[src/rtl/uart_pkg.sv]
// Shared UART definitions: FSM state encoding and 16x oversampling tick constants.
// The transmitter reuses this package.
package uart_pkg;

  localparam int OVS_TICKS = 16;
  localparam int MID_TICK  = 7;
  localparam int LAST_TICK = 15;
  localparam int TICK_W    = $clog2(OVS_TICKS);

  typedef enum logic [2:0] {
    ST_IDLE      = 3'd0,
    ST_START     = 3'd1,
    ST_DATA      = 3'd2,
    ST_PARITY    = 3'd3,
    ST_STOP      = 3'd4,
    ST_WAIT_HIGH = 3'd5
  } uart_state_e;

  function automatic logic tick_is(input logic [TICK_W-1:0] tcnt, input int target);
    return tcnt == TICK_W'(target);
  endfunction

endpackage

[src/rtl/uart_rx_if.sv]
// Receiver-side signal bundle: line input, tick enable, and received-byte outputs.
interface uart_rx_if #(
  parameter int DATA_BITS = 8
);
  logic                 ce_16;
  logic                 ser_in;
  logic [DATA_BITS-1:0] rx_data;
  logic                 new_rx_data;
  logic                 frame_err;
  logic                 parity_err;
  logic                 busy;

  modport master (
    output ce_16, ser_in,
    input  rx_data, new_rx_data, frame_err, parity_err, busy
  );

  modport slave (
    input  ce_16, ser_in,
    output rx_data, new_rx_data, frame_err, parity_err, busy
  );
endinterface

[src/rtl/sync_2ff.sv]
// Two-flop synchroniser for a single asynchronous input, with selectable reset level.
module sync_2ff #(
  parameter bit RESET_VAL = 1'b1
) (
  input  logic clock,
  input  logic reset_n,
  input  logic d_i,
  output logic q_o
);
  logic meta_q;
  logic sync_q;

  always_ff @(posedge clock or negedge reset_n) begin
    if (!reset_n) begin
      meta_q <= RESET_VAL;
      sync_q <= RESET_VAL;
    end else begin
      meta_q <= d_i;
      sync_q <= meta_q;
    end
  end

  assign q_o = sync_q;
endmodule

[src/rtl/uart_rx.sv]
// 8N1 (optionally 8E1/8O1) receiver driven by a 16x baud tick enable.
// Define UART_RX_PARITY_EN to build in the parity bit and parity check.
module uart_rx
  import uart_pkg::*;
#(
  parameter int DATA_BITS  = 8,
  parameter bit PARITY_ODD = 1'b0
) (
  input  logic       clock,
  input  logic       reset_n,
  uart_rx_if.slave   bus
);
  localparam int                BCNT_W   = 3;
  localparam logic [BCNT_W-1:0] LAST_BIT = BCNT_W'(DATA_BITS - 1);

  logic rx_s;

  sync_2ff #(.RESET_VAL(1'b1)) u_sync (
    .clock   (clock),
    .reset_n (reset_n),
    .d_i     (bus.ser_in),
    .q_o     (rx_s)
  );

  uart_state_e          state_q, state_d;
  logic [TICK_W-1:0]    tcnt_q, tcnt_d;
  logic [BCNT_W-1:0]    bcnt_q, bcnt_d;
  logic [DATA_BITS-1:0] shift_q, shift_d;
  logic [DATA_BITS-1:0] rx_data_q, rx_data_d;
  logic                 new_q, new_d;
  logic                 ferr_q, ferr_d;
  logic                 perr_q, perr_d;
`ifdef UART_RX_PARITY_EN
  logic                 par_q, par_d;
`else
  logic                 unused_parity_cfg;
  assign unused_parity_cfg = PARITY_ODD;
`endif

  always_ff @(posedge clock or negedge reset_n) begin
    if (!reset_n) begin
      state_q   <= ST_IDLE;
      tcnt_q    <= '0;
      bcnt_q    <= '0;
      shift_q   <= '0;
      rx_data_q <= '0;
      new_q     <= 1'b0;
      ferr_q    <= 1'b0;
      perr_q    <= 1'b0;
`ifdef UART_RX_PARITY_EN
      par_q     <= 1'b0;
`endif
    end else begin
      state_q   <= state_d;
      tcnt_q    <= tcnt_d;
      bcnt_q    <= bcnt_d;
      shift_q   <= shift_d;
      rx_data_q <= rx_data_d;
      new_q     <= new_d;
      ferr_q    <= ferr_d;
      perr_q    <= perr_d;
`ifdef UART_RX_PARITY_EN
      par_q     <= par_d;
`endif
    end
  end

  always_comb begin
    state_d   = state_q;
    tcnt_d    = tcnt_q;
    bcnt_d    = bcnt_q;
    shift_d   = shift_q;
    rx_data_d = rx_data_q;
    new_d     = 1'b0;
    ferr_d    = ferr_q;
    perr_d    = perr_q;
`ifdef UART_RX_PARITY_EN
    par_d     = par_q;
`endif
    if (bus.ce_16) begin
      case (state_q)
        ST_IDLE: begin
          if (!rx_s) begin
            state_d = ST_START;
            tcnt_d  = '0;
          end
        end
        ST_START: begin
          tcnt_d = tcnt_q + 1'b1;
          // Mid-bit recheck rejects glitches shorter than half a bit
          if (tick_is(tcnt_q, MID_TICK)) begin
            if (!rx_s) begin
              state_d = ST_DATA;
              tcnt_d  = '0;
              bcnt_d  = '0;
            end else begin
              state_d = ST_IDLE;
            end
          end
        end
        ST_DATA: begin
          tcnt_d = tcnt_q + 1'b1;
          if (tick_is(tcnt_q, LAST_TICK)) begin
            shift_d = {rx_s, shift_q[DATA_BITS-1:1]};
            bcnt_d  = bcnt_q + 1'b1;
            if (bcnt_q == LAST_BIT) begin
`ifdef UART_RX_PARITY_EN
              state_d = ST_PARITY;
`else
              state_d = ST_STOP;
`endif
            end
          end
        end
`ifdef UART_RX_PARITY_EN
        ST_PARITY: begin
          tcnt_d = tcnt_q + 1'b1;
          if (tick_is(tcnt_q, LAST_TICK)) begin
            par_d   = rx_s;
            state_d = ST_STOP;
          end
        end
`endif
        ST_STOP: begin
          tcnt_d = tcnt_q + 1'b1;
          if (tick_is(tcnt_q, LAST_TICK)) begin
            rx_data_d = shift_q;
            ferr_d    = ~rx_s;
`ifdef UART_RX_PARITY_EN
            perr_d    = ((^shift_q) ^ PARITY_ODD) != par_q;
`else
            perr_d    = 1'b0;
`endif
            new_d     = 1'b1;
            state_d   = rx_s ? ST_IDLE : ST_WAIT_HIGH;
          end
        end
        ST_WAIT_HIGH: begin
          // Line held low past the stop bit (break): wait for idle level
          if (rx_s) state_d = ST_IDLE;
        end
        default: state_d = ST_IDLE;
      endcase
    end
  end

  assign bus.rx_data     = rx_data_q;
  assign bus.new_rx_data = new_q;
  assign bus.frame_err   = ferr_q;
  assign bus.parity_err  = perr_q;
  assign bus.busy        = (state_q != ST_IDLE);

endmodule

[src/flat_wrapper.sv]
// flat-port wrapper written by rule: the top's interface ports become plain ports
module uart_rx_flat import uart_pkg::*;
#(
  parameter int DATA_BITS  = 8,
  parameter bit PARITY_ODD = 1'b0
)
  (clock, reset_n, bus_ce_16, bus_ser_in, bus_rx_data, bus_new_rx_data, bus_frame_err, bus_parity_err, bus_busy);
  uart_rx_if #(.DATA_BITS(DATA_BITS)) bus_i ();
  input  logic clock;
  input  logic reset_n;
  input wire logic [$bits(bus_i.ce_16)-1:0] bus_ce_16;
  input wire logic [$bits(bus_i.ser_in)-1:0] bus_ser_in;
  output wire logic [$bits(bus_i.rx_data)-1:0] bus_rx_data;
  output wire logic [$bits(bus_i.new_rx_data)-1:0] bus_new_rx_data;
  output wire logic [$bits(bus_i.frame_err)-1:0] bus_frame_err;
  output wire logic [$bits(bus_i.parity_err)-1:0] bus_parity_err;
  output wire logic [$bits(bus_i.busy)-1:0] bus_busy;
  assign bus_i.ce_16 = bus_ce_16;
  assign bus_i.ser_in = bus_ser_in;
  assign bus_rx_data = bus_i.rx_data;
  assign bus_new_rx_data = bus_i.new_rx_data;
  assign bus_frame_err = bus_i.frame_err;
  assign bus_parity_err = bus_i.parity_err;
  assign bus_busy = bus_i.busy;
  uart_rx #(.DATA_BITS(DATA_BITS), .PARITY_ODD(PARITY_ODD)) u_core (.clock(clock), .reset_n(reset_n), .bus(bus_i));
endmodule
[config.mk]
export PLATFORM = sky130hd
export DESIGN_NAME = uart_rx_flat
export DESIGN_NICKNAME = d
export VERILOG_FILES = /design/src/rtl/uart_pkg.sv /design/src/rtl/uart_rx_if.sv /design/src/rtl/sync_2ff.sv /design/src/rtl/uart_rx.sv /design/src/flat_wrapper.sv
export SDC_FILE = /design/constraint.sdc
export NUM_CORES = 1
export LEC_CHECK = 0
export CAP_MARGIN = 10
export CORE_MARGIN = 2
export CORE_UTILIZATION = 40
export DETAILED_ROUTE_END_ITERATION = 16
export GPL_TIMING_DRIVEN = 1
export MAX_ROUTING_LAYER = met4
export REMOVE_ABC_BUFFERS = 1
export SKIP_CTS_REPAIR_TIMING = 1
export SYNTH_ARGS = -nofsm -noshare
export SYNTH_HDL_FRONTEND = slang
export SYNTH_SLANG_ARGS = --single-unit
[constraint.sdc]
create_clock -name clock -period 1.7 [get_ports clock]
set_input_delay 0.425 -clock clock [delete_from_list [all_inputs] [get_ports clock]]
set_output_delay 0.425 -clock clock [all_outputs]
set_load 0.1 [all_outputs]
# After elaboration in Yosys (flattened, before gate mapping)

Cells that the tools add are included.

Bits of input ports: 4
Word-level logic and storage cells: 56
Register bits: 30

Bitwise gates (word level): 1
$add $sub $neg: 2
Reduce and logical (&&, ||, !) cells: 10
Eq/ne operators: 14
Multiplexer cells: 20

Operator list:

| operator                                                               | count |
|---|---|
| 3-bit two-way mux                                                      | 10 |
| 3-bit case mux with 5 select lines                                     | 1 |
| 4-bit two-way mux                                                      | 3 |
| 4-bit case mux with 3 select lines                                     | 1 |
| 3-bit equality test (second input constant)                            | 3 |
| 3-bit AND reduction                                                    | 3 |
| 2-bit by 1-bit != test with 1-bit output (second input constant)       | 4 |
| 7-bit AND reduction                                                    | 1 |
| 2-bit != test (second input constant)                                  | 3 |
| 3-bit case mux with 2 select lines                                     | 1 |
| 3-bit nonzero test                                                     | 2 |
| 5-bit AND reduction                                                    | 1 |
| 4-bit by 1-bit adder with 4-bit output (second input constant)         | 1 |
| 4-bit by 3-bit equality test with 1-bit output (second input constant) | 1 |
| 4-bit equality test (second input constant)                            | 1 |
| 3-bit by 1-bit adder with 3-bit output (second input constant)         | 1 |
| 3-bit by 1-bit equality test with 1-bit output (second input constant) | 1 |
| 3-bit by 2-bit equality test with 1-bit output (second input constant) | 1 |
| 3-bit logical NOT                                                      | 1 |
| 1-bit two-way mux                                                      | 3 |
| 2-bit two-way mux                                                      | 1 |
| 2-bit nonzero test                                                     | 1 |
| 2-bit OR reduction                                                     | 1 |
| 1-bit inverter                                                         | 1 |

# Longest topological paths before layout

Gate-level depths: netlist of the first run.

Depth in word-level cells: 4
Depth in mapped cells: 6
Mapped depth without buffers: 6

# Cells and area by module

From an unflattened synthesis of the first run, not the netlist that was laid out.

Cell total of the unflattened synthesis: 131
Area, all modules: 1395.1 um2

Modules (own cells, without submodules):

| module   | times used | sequential area each (um2) | area an instance (um2) | cells each |
|---|---|---|---|---|
| uart_rx  | 1          | 700.7                      | 1342.5                 | 129 |
| sync_2ff | 1          | 52.6                       | 52.6                   | 2 |

# Worst setup path after synthesis of the first run

OpenSTA, ideal clock, no wires.

Path type: reg2reg
From: register u_core.tcnt_q[0]
To: register u_core.rx_data_q[0], in the netlist u_core.bus.rx_data[0]
Path buffers: 0
Setup slack: -0.053 ns
Data arrival time: 1.628 ns
Cell stages (with the launch flop): 6
Data required time: 1.575 ns
Library setup time: 0.125 ns
Cell sequence: dfrtp_1 > ha_1 > and3_1 > nand2_2 > nor4_4 > mux2_2

Cells in the longest elaborated chain, start to end: 2

Ends and longest elaborated chain:

| item                                 | line           | text |
|---|---|---|
| from (decl)                          | uart_rx.sv:26  | `logic [TICK_W-1:0] tcnt_q, tcnt_d;` |
| from (signal assigned)               | uart_rx.sv:55  | `tcnt_q <= tcnt_d;` |
| 4-bit equality test                  | uart_pkg.sv:20 | `return tcnt == TICK_W'(target);` |
| 3-bit AND reduction (no source line) | -              |  |
| to (signal assigned)                 | uart_rx.sv:58  | `rx_data_q <= rx_data_d;` |
| to (decl)                            | uart_rx.sv:29  | `logic [DATA_BITS-1:0] rx_data_q, rx_data_d;` |

No other way between the ends.
A chain may end at the register's enable or synchronous reset.

# Final worst setup path of the first run

From: register u_core.state_q[1]
To: register u_core.state_q[0]

Cells in the longest elaborated chain, start to end: 3
Elaborated cells between the ends (all ways): 13
Those cells by class: eq/ne: 10; mux: 1; reduce/logical: 2

Ends and longest elaborated chain:

| item                                                                                       | line          | text |
|---|---|---|
| from (decl)                                                                                | uart_rx.sv:25 | `uart_state_e state_q, state_d;` |
| from (signal assigned)                                                                     | uart_rx.sv:54 | `state_q <= state_d;` |
| 3-bit equality test (tied with other cells)                                                | uart_rx.sv:81 | `case (state_q)` |
| 2-bit by 1-bit != test with 1-bit output (no source line) or 2-bit != test (tied branches) | -             |  |
| 7-bit AND reduction (no source line)                                                       | -             |  |

Parallel ways exist; a longest one is shown, timed or not.

==> flow_summary.json, run 1 <==
{
  "outcome": "finished with violations",
  "violations": "negative setup slack",
  "grt_pass1_wl_um": 4940,
  "layout_commonest_cell": "dfrtp_1",
  "synth_top_family_by_area": "multiplexers",
  "critPathBufInv": 3,
  "slowest_stage": "dfrtp_2",
  "syn_area_per_cell_um2": 12.41,
  "setup_viol": 8,
  "cts_root_buf": "clkbuf_4",
  "fin_util_pct": 62.98,
  "syn-instance-count": 116,
  "path_max_fanout": 5,
  "vdd_drop_max_uv": 684.3,
  "slew_headroom_pct": 65.90,
  "place.gp.congestion": 0.7945,
  "async_flop_share_pct": 100.0,
  "critPathLaunchType": "flop",
  "synth_xor_area_share_pct": 0.6082,
  "ys_seq_area_share_pct": 52.30,
  "fmax_mhz": 563.7,
  "worstSkewPairLatency_ns": 0.34,
  "n_antenna_cell": 0,
  "skew_ns": 0.01536,
  "wl_per_cell_um": 15.05,
  "ys_ff_latch": 30,
  "port_buffers": 14,
  "cts_buffer_depth": 2,
  "synth.distinct_cells": 41,
  "grt_antenna_before_repair": 0,
  "grtUsageTotal_pct": 16.55,
  "via_count": 1059,
  "routed_wl_um": 3100,
  "die_area_um2": 4096,
  "cp-end-kind": "flop",
  "route.antenna.remaining_nets": 0,
  "timing.final.crit_share_pct": 104.4,
  "min_period_ns": 1.774,
  "drt_iter0_drc": 17,
  "drive_above_1_share_pct": 55.63,
  "final_cell_mix": "dfrtp_1 (25), buf_4 (23), buf_12 (13), mux2_2 (11), mux2_4 (8)",
  "cts_sinks": 30,
  "cpLargestDelayFamily": "flip-flops",
  "grt_max_degree": 31,
  "dp_slack_ns": -0.2821,
  "crit_top_cell": "buf_4",
  "syn_to_final_growth_pct": 48.22,
  "yosysWarnings": 0,
  "worst-setup-path-type": "reg -> reg",
  "dp_hpwl_um": 1992,
  "hold_viol": 0,
  "cts.htree.levels": 2,
  "core.rowCount": 21,
  "cts_buffers": 5,
  "slowest_delay_ns": 0.47,
  "grt.overflow.total": 0,
  "grt_pass1_vias": 1057,
  "path_clk_slew_ns": 0.10,
  "worst_pin_slew_ns": 0.5104,
  "rsz0062_at_grt": "yes",
  "worst_slack_ns": -0.07404,
  "p_leak_nw": 0.9908,
  "syn_area_um2": 1440,
  "cap_viol_max_count": 0,
  "fin_hold_ws_ns": 0.3617,
  "synth_compound_area_share_pct": 8.862,
  "fillers": 262,
  "drc_errors": 0,
  "nNetsFinal": 166,
  "slew_violations": 0,
  "yosys-mux-area-fraction_pct": 16.25,
  "crit_arrival_ns": 2.01,
  "synth_fa_ha_area_share_pct": 3.301,
  "via_per_inst": 5.141,
  "ios": 16,
  "critPathRequiredTime_ns": 1.94,
  "first_pass_iters": 4,
  "die_height_um": 64,
  "core_region_area_um2": 3390,
  "place_area_um2": 1861,
  "p_total_mw": 2.488,
  "crit_chain": "buf_6 -> nor3b_1 -> a221oi_4 -> buf_4 -> buf_4 -> a31o_2",
  "hp-class": "reg -> reg",
  "initial_core_util_pct": 42.49,
  "synth_edf_count": 0,
  "power.density_nw_per_um2": 1166,
  "yosys_most_used_dff": "dfrtp_1",
  "cts_tree": "yes",
  "yosys.area_share.simple_pct": 13.29,
  "post-route-cell-area_um2": 2135,
  "die_w_um": 64
}
synth_stat cells (2+ instances only):
cell type,instances,area [µm²]
and2_1,2,12.51
buf_4,3,22.52
buf_2,2,10.01
mux2_2,19,214.0
nor3b_1,2,15.01
mux2i_1,2,20.02
dfstp_2,2,52.55
nand3_1,2,10.01
nor3_1,3,15.01
dfrtp_1,28,700.7
inv_1,7,26.28
a31oi_1,2,12.51
ha_1,3,37.54
a22oi_1,2,15.01
nand2_1,3,11.26
a22o_1,2,17.52
nor2_1,7,26.28
o21ai_0,2,10.01
stage by stage:
stage / instances / setup TNS (ns)
after floorplan: 109 / -0.9680
after global placement: 187 / -2.660
after detailed placement: 187 / -3.376
after CTS: 195 / -1.088
after global routing: 206 / -1.338
final: 206 / -0.3162
worst paths after layout:
check                                startpoint                 to  slack (ns)  depth (start not counted)
hold / removal             u_core.u_sync.meta_q  u_core.u_sync.q_o        0.36                          0
setup / recovery              u_core.state_q[1]  u_core.state_q[0]       -0.07                          6
setup reg to reg              u_core.state_q[1]  u_core.state_q[0]       -0.07                          6
min in group asynchronous               reset_n   u_core.tcnt_q[3]        0.43                          2
hold reg to reg            u_core.u_sync.meta_q  u_core.u_sync.q_o        0.36                          0
max in group asynchronous               reset_n  u_core.u_sync.q_o        1.01                          2
routing by layer:
metal  GRT usage [%]  wire [µm]
met1           20.78       1406
met4           6.522         31
met5               -          0
met2           24.87       1554
met3           5.282        108
worst register-to-register path, cell delays in order, from the launching register on:
cell and delay [ns]:
dfrtp_2 0.47, buf_6 0.14, nor3b_1 0.45, a221oi_4 0.13, buf_4 0.16, buf_4 0.13
a31o_2 0.19
power breakdown:
part,switching [mW],internal [mW],leakage (nW)
Clock,0.264,0.199,0.0343
Sequential,0.149,0.800,0.392
Combinational,0.505,0.572,0.564
Total,0.918,1.57,0.991
flip-flops by register name, summed over array words and instances, names as in the netlist:
signal                  cells
u_core.shift_q              8
u_core.u_sync.meta_q        1
u_core.bus.rx_data          8
u_core.bus.new_rx_data      1
u_core.bus.frame_err        1
u_core.u_sync.q_o           1
u_core.bcnt_q               3
u_core.tcnt_q               4
u_core.state_q              3
area by class of cell:
cell class	count	area (µm²)	area share, %
multi-input cells	72	708.2	33.18
well taps	46	57.56	2.696
inverters	7	26.28	1.231
flip-flops and latches	30	757.0	35.46
repair buffers	43	521.8	24.44
clock buffers	6	51.30	2.403
clock inverters	2	12.51	0.5862
cell families after synthesis:
family,Yosys count
xor+xnor,1
compound gates,15
other cells,1
buf+inv,14
simple gates,30
mux,21
flops,30
fa+ha+maj,4
Note: power is estimated with default switching activity, not from simulation.
==> inputs of run 2 (changes only) <==
--- a/config.mk
+++ b/config.mk
@@ -6,7 +6,7 @@
 export NUM_CORES = 1
 export LEC_CHECK = 0
 export CAP_MARGIN = 10
-export CORE_MARGIN = 2
+export CORE_MARGIN = 10
 export CORE_UTILIZATION = 40
 export DETAILED_ROUTE_END_ITERATION = 16
 export GPL_TIMING_DRIVEN = 1
==> run 2 against run 1 <==
Net effect:
- the run still ends with negative setup slack left
- sequential cell count is the same
- non-clock buffer count decreased by 6
- utilization fell by 1.3 points
- worst hold slack improved by 0.00085 ns
- setup slack worse by 0.044 ns
- register-to-register slack improved by 0.02 ns
- sequential power fell by 5.5%
- maximum frequency decreased by 2.4%
- power grew 10%
- via count increased by 1.9%
- cell count is 2.4% lower
- sequential share of layout area grew 0.43 points
- critical path type is now reg -> out
- critical endpoint is now bus_busy
==> flow_summary.json, run 2 (synthesis results as in run 1) <==
{
  "grt_max_degree": 31,
  "timing.final.crit_share_pct": 107.0,
  "setup_viol": 4,
  "drt_iter0_drc": 54,
  "crit_arrival_ns": 1.39,
  "place.gp.congestion": 0.8840,
  "rsz0062_at_grt": "yes",
  "swShare_pct": 33.78,
  "drive_above_1_share_pct": 55.48,
  "fmax_mhz": 550.0,
  "grtUsageTotal_pct": 10.22,
  "finalNonFillerCells": 201,
  "core_region_area_um2": 3416,
  "layout_commonest_cell": "dfrtp_1",
  "power.density_nw_per_um2": 1303,
  "final_cell_mix": "dfrtp_1 (26), buf_4 (19), mux2_2 (13), buf_12 (12)",
  "min_period_ns": 1.818,
  "p_int_mw": 1.818,
  "ios": 16,
  "cts_tree": "yes",
  "worst_slack_ns": -0.1183,
  "via_per_inst": 5.368,
  "fin_hold_ws_ns": 0.3626,
  "syn_to_final_growth_pct": 46.22,
  "power_frac_comb_pct": 39.9,
  "cts_buffers": 5,
  "cap_viol_max_count": 0,
  "critPathLaunchType": "flop",
  "die_height_um": 80,
  "grt_pass1_vias": 1086,
  "hp-class": "reg -> reg",
  "grt_antenna_before_repair": 0,
  "outcome": "finished with violations",
  "critPathRequiredTime_ns": 1.27,
  "seq_power_share_pct": 32.7,
  "routed_wl_um": 3289,
  "cp-end-kind": "output port",
  "port_buffers": 14,
  "dp_slack_ns": -0.2206,
  "cts_sinks": 30,
  "cts_root_buf": "clkbuf_4",
  "n_antenna_cell": 0,
  "switchingPower_uw": 927.1,
  "worstSkewPairLatency_ns": 0.33,
  "wl_per_cell_um": 16.36,
  "nNetsFinal": 161,
  "p_total_mw": 2.745,
  "drc_errors": 0,
  "skew_ns": 0.01154,
  "tns_ns": -0.2501,
  "grt_pass1_wl_um": 4995,
  "cts.htree.levels": 2,
  "dp.cells": 184,
  "path_clk_slew_ns": 0.10,
  "slew_violations": 0,
  "path_max_fanout": 9,
  "die_w_um": 80,
  "initial_core_util_pct": 42.16,
  "cts_buffer_depth": 2,
  "grt.overflow.total": 0,
  "via_count": 1079,
  "route.antenna.remaining_nets": 0,
  "first_pass_iters": 4,
  "hold_viol": 0,
  "core.rowCount": 21,
  "fillers": 269,
  "die_area_um2": 6400,
  "vdd_drop_max_uv": 680.0,
  "dp_hpwl_um": 2094,
  "worst-setup-path-type": "reg -> out",
  "p_clk_share_pct": 27.4,
  "violations": "negative setup slack",
  "p_leak_nw": 0.9736
}
-- run 2: changes by cell type in the layout (fill, tap and decap cells not counted), moves of 2 or more --
cell / change
buf_4: -4
bufinv_16: +2
mux2_2: +2
mux2_4: -2
-- run 2: path summary, 6_finish.rpt --
check,depth (start not counted),start,to,slack [ns]
worst max-delay path,4,u_core.state_q[1],bus_busy,-0.12
worst min-delay path,0,u_core.u_sync.meta_q,u_core.u_sync.q_o,0.36
worst max register to register,6,u_core.state_q[2],u_core.state_q[2],-0.05
worst min register to register,0,u_core.u_sync.meta_q,u_core.u_sync.q_o,0.36
max in group asynchronous,2,reset_n,u_core.u_sync.q_o,1.00
min in group asynchronous,2,reset_n,u_core.bcnt_q[2],0.44
-- run 2: cell type report --
type | instances | area [µm²] | share of cell area [%]
tap | 46 | 57.56 | 2.733
multi-input combinational | 73 | 708.2 | 33.63
inverter | 7 | 26.28 | 1.248
timing repair buffer | 37 | 446.7 | 21.21
clock inverter | 2 | 60.06 | 2.852
clock buffer | 6 | 51.30 | 2.436
sequential | 30 | 755.7 | 35.89
-- run 2: critical path, stage by stage (launching register included) --
cell and delay [ns]:
dfrtp_1 0.46, buf_4 0.21, nor3_4 0.14, inv_2 0.08
buf_12 0.17
-- run 2: per-stage QoR --
step / cell area, µm² / util, %
final: 2106 / 61.65
after global routing: 2106 / 61.65
after CTS: 1937 / 56.70
after detailed placement: 1826 / 53.44
after global placement: 1826 / 53.44
after floorplan: 1393 / -
-- run 2: per-layer routing --
| metal | global-route usage [%] | vias up | wire length [µm] |
|---|---|---|---|
| li1 | - | 489 | - |
| met1 | 11.21 | 546 | 1377 |
| met2 | 15.41 | 34 | 1630 |
| met3 | 3.604 | 10 | 188 |
| met4 | 6.514 | 0 | 93 |
| met5 | - | - | 0 |
-- run 2: power groups by stage --
| stage | Clock, mW | Combinational (mW) | Sequential, mW |
|---|---|---|---|
| floorplan | 0 | 0.470 | 0.962 |
| global placement | 0 | 0.839 | 0.893 |
| detailed placement | 0 | 0.857 | 0.901 |
| CTS | 0.764 | 0.863 | 0.889 |
| global route | 0.809 | 1.17 | 0.906 |
| finish | 0.751 | 1.10 | 0.897 |
==> RTL edit 1 (config.mk and constraints of run 1) <==
`RESET_VAL` is set to 1'b1 in 2 places; all go to 1'b0.
--- a/src/rtl/sync_2ff.sv
+++ b/src/rtl/sync_2ff.sv
@@ -2,3 +2,3 @@
 module sync_2ff #(
-  parameter bit RESET_VAL = 1'b1
+  parameter bit RESET_VAL = 1'b0
 ) (
--- a/src/rtl/uart_rx.sv
+++ b/src/rtl/uart_rx.sv
@@ -17,3 +17,3 @@
 
-  sync_2ff #(.RESET_VAL(1'b1)) u_sync (
+  sync_2ff #(.RESET_VAL(1'b0)) u_sync (
     .clock   (clock),
Behaviour: not the same (a bounded check fails within 4 cycles, from zero or initial values and one cycle with reset_n low).
==> RTL edit 1 against run 1 <==
- the run still ends with negative setup slack left
- wire length up 1.9%
- utilization up 0.96 points
- design area up 1.5%
- sequential cell count unchanged
- total power up 7.3%
- final cell count unchanged
- area after synthesis down 0.17%
- setup slack better by 0.0068 ns
- largest cell class unchanged
- highest routed layer unchanged
==> RTL edit 1: results (changes against run 1) <==
Worst hold path type -> reg2reg
Worst-Skew Late Latency -> 0.33 ns
Max VDD drop -> 0.6103 mV (-11%)
Buffers added on ports -> 14 (unchanged)
Largest net degree at the start of global routing -> 31 (unchanged)
Post-synthesis cell type count -> 40 (-2.4%)
Top delay family on crit path -> simple AND/OR/NAND/NOR gates
Asr flop ratio synth -> 1.000 (unchanged)
FF-to-FF path depth -> 6 (unchanged)
TritonCTS buffer count -> 5 (unchanged)
Slowest stage delay, CP -> 0.43 ns (-0.04 ns)
Worst Hold Depth -> 0 (unchanged)
Vias in the first global route -> 1081 (+2.3%)
Worst Clk Skew -> 0.007983 ns (-0.007380 ns)
RePlAce Congestion -> 0.9039 (+14%)
Largest cells by area after synthesis -> dfrtp_1 (52%), mux2_2 (15%), ha_1 (2.6%)
Setup TNS -> -0.2782 ns (+0.03800 ns)
Post-synth top cells -> dfrtp_1 (30), mux2_2 (19), inv_1 (7), nor2_1 (7)
Nets@finish -> 167 (+0.60%)
Status -> finished, violations left
Hold path endpoint -> u_core.u_sync.q_o
Post-DP HPWL -> 1.975 mm (-0.82%)
H-tree levels -> 2 (unchanged)
Worst Path Arrival -> 1.99 ns (-0.02 ns)
Hold WS -> 0.3529 ns (-0.008871 ns)
Initial DRC Count -> 40 (+23)
CP max-delay cell -> dfrtp_1
CP max FO -> 5 (unchanged)
Ant diodes -> 0 (unchanged)
Via density per instance -> 5.044 (-1.9%)
All-layer global routing usage -> 0.1630 (-0.002515)
Worst Setup Slack, final -> -0.06720 ns (+0.006839 ns)
FF-to-FF End -> u_core.bcnt_q[2]
Worst-path clk slew -> 0.10 ns (about the same)
First-pass GRT wire length -> 5.002 mm (+1.3%)
Routed WL per cell -> 15.33 microns (+1.9%)
Compound-gate portion of the synthesized area -> 0.08877 (+0.0001543)
Max clock buf depth -> 2 (unchanged)
Yosys warns -> 0 (unchanged)
Layout cells sized above 1 -> 0.5688 (+0.01250)
Root buffer cell -> clkbuf_4
Failing checks -> negative setup slack
Initial antenna violation count -> 0 (unchanged)
Drt pass-1 iters -> 4 (unchanged)
Final setup vio count -> 8 (unchanged)
Mux contribution to synthesized area -> 0.1628 (+0.0002828)
Post-Synth XOR/XNOR Area -> 0.006092 (+0.00001059)
Leakage power -> 1.008 nW (+1.7%)
Register area share after synthesis -> 0.5222 (-0.0008302)
Post-Synth Adder-Cell Area -> 0.03307 (+0.00005747)
Min-delay src -> u_core.u_sync.meta_q
Reg2Reg Launch Point -> u_core.state_q[0]
-- RTL edit 1: cell count changes after synthesis, sizes merged --
cell          run 1  this run
dfstp             2         0
dfrtp            28        30
-- RTL edit 1: cell type report --
cell class	count	area, sq um
clock buffer	6	51.30
clock inverter	1	30.03
fill	249	1222
inverter	7	26.28
multi-input combinational	72	732.0
sequential	30	753.2
tap	46	57.56
timing repair buffer	44	516.7
-- RTL edit 1: metrics by stage --
| step | worst slack (ns) | cell area, sq um | instances | power, W |
|---|---|---|---|---|
| 2_1_floorplan | -0.06748 | 1390 | 109 | 0.001430 |
| 3_3_place_gp | -0.1972 | 1838 | 186 | 0.001788 |
| 3_5_place_dp | -0.2690 | 1838 | 186 | 0.001825 |
| 4_1_cts | -0.2320 | 1919 | 193 | 0.002412 |
| 5_1_grt | -0.1452 | 2167 | 206 | 0.002807 |
| 6_report | -0.06720 | 2167 | 206 | 0.002669 |
-- RTL edit 1: routing by layer --
layer	global-route usage	vias up	share of wire
li1	-	500	-
met1	0.2116	518	0.46
met2	0.2435	16	0.50
met3	0.03169	5	0.024
met4	0.08152	0	0.015
met5	-	-	0
-- RTL edit 1: worst reg2reg max path: stages, from the launching register on --
cell     delay (ns)
dfrtp_1        0.43
buf_6          0.15
nor4b_2        0.20
a31oi_1        0.09
nor4_2         0.30
buf_4          0.17
mux2_2         0.32
-- RTL edit 1: worst max path at each step --
stage / cells after the start / endpoint / start
5_1_grt: 6 / u_core.bcnt_q[1] / u_core.state_q[0]
3_5_place_dp: 4 / u_core.bcnt_q[2] / bus_ce_16
2_1_floorplan: 3 / u_core.shift_q[0] / u_core.state_q[1]
6_report: 6 / u_core.bcnt_q[2] / u_core.state_q[0]
4_1_cts: 4 / bus_busy / u_core.state_q[0]
3_3_place_gp: 4 / u_core.bcnt_q[2] / bus_ce_16
-- RTL edit 1: cells by family (layout without fill, tap and decap cells) --
| family | after synthesis | after routing |
|---|---|---|
| AOI/OAI and AO/OA | 15 | 15 |
| xor gates and xnor gates | 1 | 1 |
| adders and majority gates | 4 | 4 |
| buffers and inverters | 14 | 58 |
| DFF | 30 | 30 |
| muxes | 21 | 21 |
| other | 1 | 1 |
| and+or+nand+nor | 30 | 30 |
-- RTL edit 1: power breakdown --
group          switching (W)  internal [W]  total, W
sequential          0.000132      0.000795  0.000927
combinational       0.000582      0.000576   0.00116
clock               0.000242      0.000342  0.000584
==> RTL edit 2 (settings of run 1) <==
Without the edit above. Make the reset (`reset_n`) synchronous in 2 clocked blocks. Comments in the files are not updated.
--- a/src/rtl/sync_2ff.sv
+++ b/src/rtl/sync_2ff.sv
@@ -12,3 +12,3 @@
 
-  always_ff @(posedge clock or negedge reset_n) begin
+  always_ff @(posedge clock) begin
     if (!reset_n) begin
--- a/src/rtl/uart_rx.sv
+++ b/src/rtl/uart_rx.sv
@@ -39,3 +39,3 @@
 
-  always_ff @(posedge clock or negedge reset_n) begin
+  always_ff @(posedge clock) begin
     if (!reset_n) begin
Function: differs if reset_n is asserted again (counterexample within 4 cycles, from zero or initial values and one cycle with reset_n low); with reset_n held inactive, the same outputs for 10 cycles.
==> RTL edit 2 against run 1 <==
- design area shrank 10%
- die area shrank 2.3%
- via count shrank 2.9%
- sequential cell count is the same
- global-route usage shrank 0.98 points
- setup slack gained 0.076 ns
- wire length shrank 13%
- maximum frequency grew 4.5%
- area after synthesis shrank 2.4%
- highest routed layer unchanged
Power is not compared: it rests on default switching activity, and its combinational part moved more than twofold at a synthesized area within 25%.
==> RTL edit 2: results (changes against run 1) <==
Placed cell areas -> 1767 sq um (-5.0%)
Register area -> 611.8 sq um (-19%)
Register area share after synthesis -> 0.4274 (-0.09560)
Asr flop ratio synth -> 0 (-1.000)
Multi-input combinational area share -> 0.4001 (+0.06836)
Post-synth top cells -> dfxtp_1 (30), nor2b_1 (22), mux2i_1 (19)
Nets@finish -> 171 (+3.0%)
Fin crit share -> 0.9991 (-0.04446)
Hold path endpoint -> u_core.u_sync.q_o
Worst Clk Skew -> 0.01079 ns (-0.004570 ns)
Non-clk invs -> 3 (-4)
Comb_multi_in -> 94 (+31%)
Hold WS -> 0.4112 ns (+0.04941 ns)
All-layer global routing usage -> 0.1557 (-0.009836)
Non-clock buffers -> 30 (-30%)
CP max FO -> 6 (+1)
Number of fill cells -> 322 (+23%)
Worst-Margin Slew -> 0.5676 ns (+0.05722 ns)
M2 GR Usage -> 0.2274 (-0.02130)
Status -> completed
Starting Density -> 0.4178 (-0.007097)
First-pass GRT wire length -> 4.629 mm (-6.3%)
Inst Count DP -> 197 (+5.3%)
CP Capture Point -> bus_busy
Post-DP HPWL -> 1.818 mm (-8.7%)
Clkbuf count -> 7 (+1)
Worst Hold Depth -> 1 (+1)
Largest net degree at the start of global routing -> 28 (-9.7%)
Via count -> 1028 (-2.9%)
Post-synthesis cell type count -> 43 (+4.9%)
Clk cell area share -> 0.03143 (+0.001540)
Setup crit start -> u_core.state_q[1]
Worst Path Arrival -> 1.27 ns (-0.74 ns)
Via density per instance -> 4.872 (-5.2%)
DP Worst Slack -> -0.1469 ns (+0.1352 ns)
Synth Instances -> 137 (+18%)
Layout cells sized above 1 -> 0.2909 (-0.2653)
## RTL edit 2: power by group
group / internal [W] / switching [W] / leakage (nW)
Clock: 0.000200 / 0.000241 / 0.0353
Combinational: 0.0000577 / 0.0000652 / 0.436
Sequential: 0.000705 / 0.00000529 / 0.245
## RTL edit 2: routing by layer
| metal | wire (microns) | part of all wire |
|---|---|---|
| met3 | 101 | 0.037 |
| met1 | 1268 | 0.47 |
| met4 | 78 | 0.029 |
| met5 | 0 | 0 |
| met2 | 1253 | 0.46 |
## RTL edit 2: logic make-up after synthesis
kind of cell | after synthesis | synth area share
multiplexers | 19 | 0.1354
other | 1 | 0.002669
adder cells (fa/ha/maj) | 3 | 0.02672
flip-flops | 30 | 0.4274
XOR/XNOR | 1 | 0.006234
AO/OA/AOI/OAI | 20 | 0.1184
buffers and inverters | 13 | 0.04986
AND/OR/NAND/NOR | 50 | 0.2333
## RTL edit 2: worst max-delay path, cell delays in order (launching register included)
cell     delay, ns
dfxtp_4       0.37
or3_4         0.41
buf_12        0.18
